`config.mk`:
```
export PLATFORM = sky130hd
export DESIGN_NAME = binary_bbox_extract
export DESIGN_NICKNAME = d
export VERILOG_FILES = /design/src/rtl/bbox_pkg.sv /design/src/rtl/binary_bbox_extract_video_pos_counter.sv /design/src/rtl/binary_bbox_extract.sv
export SDC_FILE = /design/constraint.sdc
export NUM_CORES = 1
export LEC_CHECK = 0
export ABC_AREA = 1
export ABC_CLOCK_PERIOD_IN_PS = 9200
export BUFFER_PORTS_ARGS = -buffer_cell sky130_fd_sc_hd__buf_2
export CAP_MARGIN = 20
export CORE_MARGIN = 3
export CORE_UTILIZATION = 60
export DETAILED_ROUTE_END_ITERATION = 8
export GPL_ROUTABILITY_DRIVEN = 1
export PLACE_DENSITY = 0.81
export SLEW_MARGIN = 20
export SYNTH_ARGS = -nofsm -noshare
export SYNTH_HDL_FRONTEND = slang
export SYNTH_SLANG_ARGS = --single-unit
```
`constraint.sdc`:
```
create_clock -name clk_i -period 9.2 [get_ports clk_i]
set_input_delay 0.92 -clock clk_i [delete_from_list [all_inputs] [get_ports clk_i]]
set_output_delay 0.92 -clock clk_i [all_outputs]
set_load 0.01 [all_outputs]
```
`src/rtl/bbox_pkg.sv`:
```
// Shared types and defaults for the binary bounding-box extractor.
package bbox_pkg;

   typedef enum logic [1:0] {
      WAIT_FRAME = 2'd0,
      ACTIVE     = 2'd1,
      REPORT     = 2'd2
   } bbox_state_e;

   localparam int unsigned BBOX_X_W = 11;
   localparam int unsigned BBOX_Y_W = 10;

   // Pixel value that means "background"; anything else is foreground.
   localparam logic [7:0] BBOX_BG = 8'h00;

endpackage

```
`src/rtl/binary_bbox_extract_video_pos_counter.sv`:
```
// Pixel position tracker: registers vsyn/en, derives frame/line strobes and
// saturating x/y coordinates of the pixel currently presented on en_i.
module video_pos_counter
   import bbox_pkg::*;
#(
   parameter int unsigned X_W = BBOX_X_W,
   parameter int unsigned Y_W = BBOX_Y_W
) (
   input  logic           clk_i,
   input  logic           rst_i,
   input  logic           vsyn_i,
   input  logic           en_i,
   output logic [X_W-1:0] x_o,
   output logic [Y_W-1:0] y_o,
   output logic           frame_start_o,
   output logic           frame_end_o
);

   logic           vsyn_q;
   logic           en_q;
   logic [X_W-1:0] x_q, x_d;
   logic [Y_W-1:0] y_q, y_d;
   logic           line_end;

   assign frame_start_o = vsyn_q & ~vsyn_i;
   assign frame_end_o   = vsyn_i & ~vsyn_q;
   assign line_end      = en_q & ~en_i;

   // x_q is the column the next en-high cycle will occupy, so the current
   // pixel's coordinate is the register value itself.
   assign x_o = x_q;
   assign y_o = y_q;

   always_comb begin
      x_d = x_q;
      y_d = y_q;
      if (frame_start_o) begin
         x_d = '0;
         y_d = '0;
      end else if (line_end) begin
         x_d = '0;
         if (y_q != '1) y_d = y_q + Y_W'(1);
      end else if (en_i && (x_q != '1)) begin
         x_d = x_q + X_W'(1);
      end
   end

   always_ff @(posedge clk_i or posedge rst_i) begin
      if (rst_i) begin
         vsyn_q <= 1'b0;
         en_q   <= 1'b0;
         x_q    <= '0;
         y_q    <= '0;
      end else begin
         vsyn_q <= vsyn_i;
         en_q   <= en_i;
         x_q    <= x_d;
         y_q    <= y_d;
      end
   end

endmodule

```
`src/rtl/binary_bbox_extract.sv`:
```
// Per-frame bounding box of foreground pixels in a binary video stream.
// Optional feature: define BBOX_PIXEL_COUNT_EN to add the o_pix_cnt output.
module binary_bbox_extract
   import bbox_pkg::*;
#(
   parameter int unsigned X_W = BBOX_X_W,
   parameter int unsigned Y_W = BBOX_Y_W
) (
   input  logic                 clk_i,
   input  logic                 a_rst_i,
   input  logic                 i_hsyn,
   input  logic                 i_vsyn,
   input  logic                 i_en,
   input  logic [7:0]           i_binary,
   output logic                 o_valid,
   output logic                 o_found,
   output logic [X_W-1:0]       o_x_min,
   output logic [X_W-1:0]       o_x_max,
   output logic [Y_W-1:0]       o_y_min,
   output logic [Y_W-1:0]       o_y_max
`ifdef BBOX_PIXEL_COUNT_EN
   ,
   output logic [X_W+Y_W-1:0]   o_pix_cnt
`endif
);

   logic [X_W-1:0] pos_x;
   logic [Y_W-1:0] pos_y;
   logic           frame_start;
   logic           frame_end;

   // Line sync carries no information needed here; coordinates come from en.
   logic unused_hsyn;
   assign unused_hsyn = i_hsyn;

   video_pos_counter #(
      .X_W (X_W),
      .Y_W (Y_W)
   ) u_pos (
      .clk_i         (clk_i),
      .rst_i         (a_rst_i),
      .vsyn_i        (i_vsyn),
      .en_i          (i_en),
      .x_o           (pos_x),
      .y_o           (pos_y),
      .frame_start_o (frame_start),
      .frame_end_o   (frame_end)
   );

   bbox_state_e state_q, state_d;
   logic        pix_hit;
   logic        load_out;
   logic        clr_acc;

   always_comb begin
      state_d  = state_q;
      pix_hit  = 1'b0;
      load_out = 1'b0;
      clr_acc  = 1'b0;
      case (state_q)
         WAIT_FRAME: begin
            if (frame_start) state_d = ACTIVE;
         end
         ACTIVE: begin
            if (frame_end) begin
               state_d  = REPORT;
               load_out = 1'b1;
            end else begin
               pix_hit = i_en && !i_vsyn && (i_binary != BBOX_BG);
            end
         end
         REPORT: begin
            // A 1-cycle vsyn pulse puts the next frame start in this cycle.
            clr_acc = 1'b1;
            state_d = frame_start ? ACTIVE : WAIT_FRAME;
         end
         default: state_d = WAIT_FRAME;
      endcase
   end

   logic           found_q, found_d;
   logic [X_W-1:0] xmin_q, xmin_d, xmax_q, xmax_d;
   logic [Y_W-1:0] ymin_q, ymin_d, ymax_q, ymax_d;

   always_comb begin
      found_d = found_q;
      xmin_d  = xmin_q;
      xmax_d  = xmax_q;
      ymin_d  = ymin_q;
      ymax_d  = ymax_q;
      if (clr_acc) begin
         found_d = 1'b0;
         xmin_d  = '0;
         xmax_d  = '0;
         ymin_d  = '0;
         ymax_d  = '0;
      end else if (pix_hit) begin
         found_d = 1'b1;
         if (!found_q) begin
            xmin_d = pos_x;
            xmax_d = pos_x;
            ymin_d = pos_y;
            ymax_d = pos_y;
         end else begin
            if (pos_x < xmin_q) xmin_d = pos_x;
            if (pos_x > xmax_q) xmax_d = pos_x;
            if (pos_y < ymin_q) ymin_d = pos_y;
            if (pos_y > ymax_q) ymax_d = pos_y;
         end
      end
   end

   logic           valid_q;
   logic           found_out_q;
   logic [X_W-1:0] xmin_out_q, xmax_out_q;
   logic [Y_W-1:0] ymin_out_q, ymax_out_q;

   always_ff @(posedge clk_i or posedge a_rst_i) begin
      if (a_rst_i) begin
         state_q     <= WAIT_FRAME;
         found_q     <= 1'b0;
         xmin_q      <= '0;
         xmax_q      <= '0;
         ymin_q      <= '0;
         ymax_q      <= '0;
         valid_q     <= 1'b0;
         found_out_q <= 1'b0;
         xmin_out_q  <= '0;
         xmax_out_q  <= '0;
         ymin_out_q  <= '0;
         ymax_out_q  <= '0;
      end else begin
         state_q <= state_d;
         found_q <= found_d;
         xmin_q  <= xmin_d;
         xmax_q  <= xmax_d;
         ymin_q  <= ymin_d;
         ymax_q  <= ymax_d;
         valid_q <= load_out;
         if (load_out) begin
            found_out_q <= found_q;
            xmin_out_q  <= xmin_q;
            xmax_out_q  <= xmax_q;
            ymin_out_q  <= ymin_q;
            ymax_out_q  <= ymax_q;
         end
      end
   end

   assign o_valid = valid_q;
   assign o_found = found_out_q;
   assign o_x_min = xmin_out_q;
   assign o_x_max = xmax_out_q;
   assign o_y_min = ymin_out_q;
   assign o_y_max = ymax_out_q;

`ifdef BBOX_PIXEL_COUNT_EN
   localparam int unsigned CNT_W = X_W + Y_W;

   logic [CNT_W-1:0] cnt_q, cnt_d, cnt_out_q;

   always_comb begin
      cnt_d = cnt_q;
      if (clr_acc) cnt_d = '0;
      else if (pix_hit && (cnt_q != '1)) cnt_d = cnt_q + CNT_W'(1);
   end

   always_ff @(posedge clk_i or posedge a_rst_i) begin
      if (a_rst_i) begin
         cnt_q     <= '0;
         cnt_out_q <= '0;
      end else begin
         cnt_q <= cnt_d;
         if (load_out) cnt_out_q <= cnt_q;
      end
   end

   assign o_pix_cnt = cnt_out_q;
`endif

endmodule

```
==> impl_metrics.tcl <==
set metrics [dict create \
    syn-cell-area_um2 5900 \
    internal-power_mw 0.894 \
    grt_overflow_total 0 \
    grt_max_degree 84 \
    area_growth_pct 7.80 \
    setup_viol 0 \
    finalCritPeriodShare_pct 25.8 \
    avgSynthCellArea_um2 8.22 \
    grtUsageMet1_pct 34.7 \
    vias 4960 \
    remaining_drc_errors 0 \
    leakagePower_nw 3.32 \
    cts_setup_buffers 0 \
    seq_area_frac_synth_pct 47.5 \
    grt_use_met2_pct 37.5 \
    tns_ps 0 \
    clkLatencyLatePin_ps 380 \
    p_seq_share_pct 45.4 \
    core_um2 9420 \
    htreeDepth 3 \
    place_inst 881 \
    antenna_found_initial 0 \
    first_pass_iters 7 \
    cts_buffers 9 \
    cp-end-kind "flip-flop" \
    critPathBufInv 1 \
    layout_setup_ws_ps 6830 \
    post-route-util_pct 67.6 \
    hold_depth 2 \
    required_ps 9460 \
    ant_nets 0 \
    fmax_mhz 422 \
    swShare_pct 39.1 \
    comb_power_share_pct 34.6 \
    hold_viol_final 0 \
    initial_core_util_pct 62.7 \
    slowest_delay_ps 520 \
    grt_use_total_pct 24.4 \
    synthDistinctLibCells 31 \
    cp_max_fo 12 \
    grt_pass1_wl_um 21800 \
    power_density_nw_per_um2 231 \
    hp-class "reg -> reg" \
    die_y_um 105 \
    ir_drop_mv 0.131 \
    worstMarginPinSlew_ps 900 \
    stdcell_count 896 \
    rows 35 \
    drv_slew 0 \
    p_sw_mw 0.574 \
    yosysWarnings 0 \
    viasPerCell 5.54 \
    rsz0062_at_grt "false" \
    max-slew-margin-rel_pct 40.0 \
    total_power_mw 1.47 \
    dp_hpwl_um 9510 \
    synth-seq-cells 112 \
    syn-num-nets 773 \
    slowest_stage "dfrtp_1" \
    post_drt_wl_per_cell_um 14.5 \
    clock_power_share_pct 19.9 \
    grt_busiest_layer "met2" \
    clock_skew_ps 9.09 \
    gp_congestion 0.937 \
    num_antenna_cells 0 \
    fin_nets 818 \
    drive_above_1_share_pct 12.6 \
    drt_iter0_drc 342 \
    globalRouteMet3Util_pct 4.26 \
    cts-hold-fix-buffers 0 \
    crit_top_cell "nand2_1" \
    first_global_vias 4657 \
    routed_wl_um 13000 \
    place_ws_ps 6790 \
    hold_path_end "ymin_q[3]$_DFFE_PP0P_" \
    cap_violations 0 \
    hold_start "ymin_q[3]$_DFFE_PP0P_" \
    portBuffers 55 \
    r2r-start "u_pos.x_o[5]$_DFFE_PP0P_" \
    cts-root-buf "clkbuf_8" \
    die_area_um2 11100 \
    r2r_setup_slack_ps 6830 \
    r2r-end "xmax_q[3]$_DFFE_PP0P_" \
    cts_buffer_depth 2 \
    status "complete, no violations" \
    pin_count 57 \
    synthCells 718 \
    cp.arrival_ps 2630 \
    r2r_cells 12 \
    cts_tree "built" \
    clk_pin_slew_ps 100 \
    post_cts_resized 0 \
    crit_family "simple AND/OR/NAND/NOR gates" \
    min_period_ps 2370 \
    worstSetupPathType "reg -> reg" \
    path_cells "ha_1, nand2_1, inv_1, nand2_1, nor2_1, nand2_1, nand3_1, nand2_1, nand2_1, nand2_2, nand2_1, nand2_1" \
    fill_cells 773 \
    die_w_um 105 \
    cts.sinks 112 \
    start_kind "flip-flop" \
]
-- through the flow --
stage / cell area (µm²) / hold slack (ps)
floorplan: 5900 / 442
global placement: 6170 / 455
detailed placement: 6170 / 458
CTS: 6360 / 483
global route: 6360 / 492
finish: 6360 / 480
-- placed cells by master (no fill, tap or decap), types with 2 or more instances in the layout --
master    Yosys  final
a21o_1        2      2
dfrtp_1     112    112
nand2_1     216    216
nor4_1        2      2
inv_1        80     79
ha_1         42     42
nor3_1        6      6
a21oi_1      21     21
buf_2         8     55
inv_6         0      2
nand3_1      67     67
o21ai_0      23     23
nor3_2        2      2
nand3b_1      4      4
nand4_1       8      8
clkbuf_8      0      9
o21ai_1      40     40
nand2_2       8      8
o21a_1        2      2
xor2_1        3      3
inv_2         6      6
nand2_4       2      2
buf_4         1      3
nor2_1       40     40
nor2_2        2      2
-- synthesized netlist by cell type (all sizes together) --
master | count | area share, %
xor2 | 3 | 0.45
nor4 | 2 | 0.21
nand2 | 226 | 15
o21bai | 1 | 0.13
nor2 | 42 | 2.8
nor3 | 9 | 1.1
dfrtp | 112 | 47
nand3b | 4 | 0.51
a21o | 2 | 0.25
o21a | 2 | 0.25
clkbuf | 3 | 0.19
o22ai | 1 | 0.11
nand3 | 68 | 5.8
buf | 21 | 3.1
o21ai | 63 | 5.3
ha | 42 | 8.9
inv | 86 | 5.5
a21oi | 21 | 1.8
and3 | 1 | 0.11
nand4 | 8 | 0.85
a21boi | 1 | 0.19
-- layout make-up --
cell class | instances | area, µm² | area share [%]
flip-flops and latches | 112 | 2800 | 44.0
inverters | 86 | 325 | 5.11
well taps | 129 | 161 | 2.54
multi-input cells | 496 | 2580 | 40.6
repair buffers | 58 | 298 | 4.68
clock inverters | 6 | 68.8 | 1.08
clock buffers | 9 | 124 | 1.95
-- worst max-delay path by stage --
| stage | from | slack, ps | depth (start not counted) | to |
|---|---|---|---|---|
| 2_1_floorplan | a_rst_i | 5320 | 1 | found_q$_DFFE_PP0P_ |
| 5_1_grt | u_pos.x_o[5]$_DFFE_PP0P_ | 6610 | 12 | xmax_q[2]$_DFFE_PP0P_ |
| 3_5_place_dp | i_vsyn | 6790 | 8 | u_pos.y_o[2]$_DFFE_PP0P_ |
| 3_3_place_gp | i_en | 6820 | 8 | xmax_q[10]$_DFFE_PP0P_ |
| 6_report | u_pos.x_o[5]$_DFFE_PP0P_ | 6830 | 12 | xmax_q[3]$_DFFE_PP0P_ |
| 4_1_cts | u_pos.x_o[5]$_DFFE_PP0P_ | 6870 | 12 | xmax_q[3]$_DFFE_PP0P_ |
-- cell families (layout without fill, tap and decap cells) --
logic type / count (synthesis) / after routing / share of synthesized area, %
and+or+nand+nor: 360 / 360 / 26.4
DFF: 112 / 112 / 47.5
buffers and inverters: 110 / 159 / 8.75
AOI/OAI and AO/OA: 91 / 91 / 8.05
adders and majority gates: 42 / 42 / 8.90
xor gates and xnor gates: 3 / 3 / 0.445
-- flip-flops by register name, indices dropped and copies added, names as in the netlist --
signal / cells
xmax_q: 11
ymax_q: 10
o_y_min: 10
o_found: 1
u_pos.vsyn_q: 1
o_valid: 1
o_x_max: 11
ymin_q: 10
o_x_min: 11
xmin_q: 11
u_pos.y_o: 10
state_q: 2
u_pos.en_q: 1
u_pos.x_o: 11
found_q: 1
o_y_max: 10
-- per-layer routing --
metal	vias up	wire, µm
met5	-	0
met4	0	231
met3	24	985
met2	199	5840
met1	2330	5930
li1	2407	-
-- power by group through the flow --
stage	logic, mW	registers, mW	clock network (mW)
after CTS	0.506	0.666	0.296
after global routing	0.579	0.683	0.318
after floorplan	0.349	0.689	0
after global placement	0.482	0.670	0
final	0.508	0.667	0.292
after detailed placement	0.504	0.675	0
-- worst min-delay path, delay by kind of cell (launching register included) --
| kind | cells | cell delay [ps] |
|---|---|---|
| flops | 1 | 350 |
| simple gates | 2 | 110 |
Note: power is estimated with default switching activity, not from simulation.
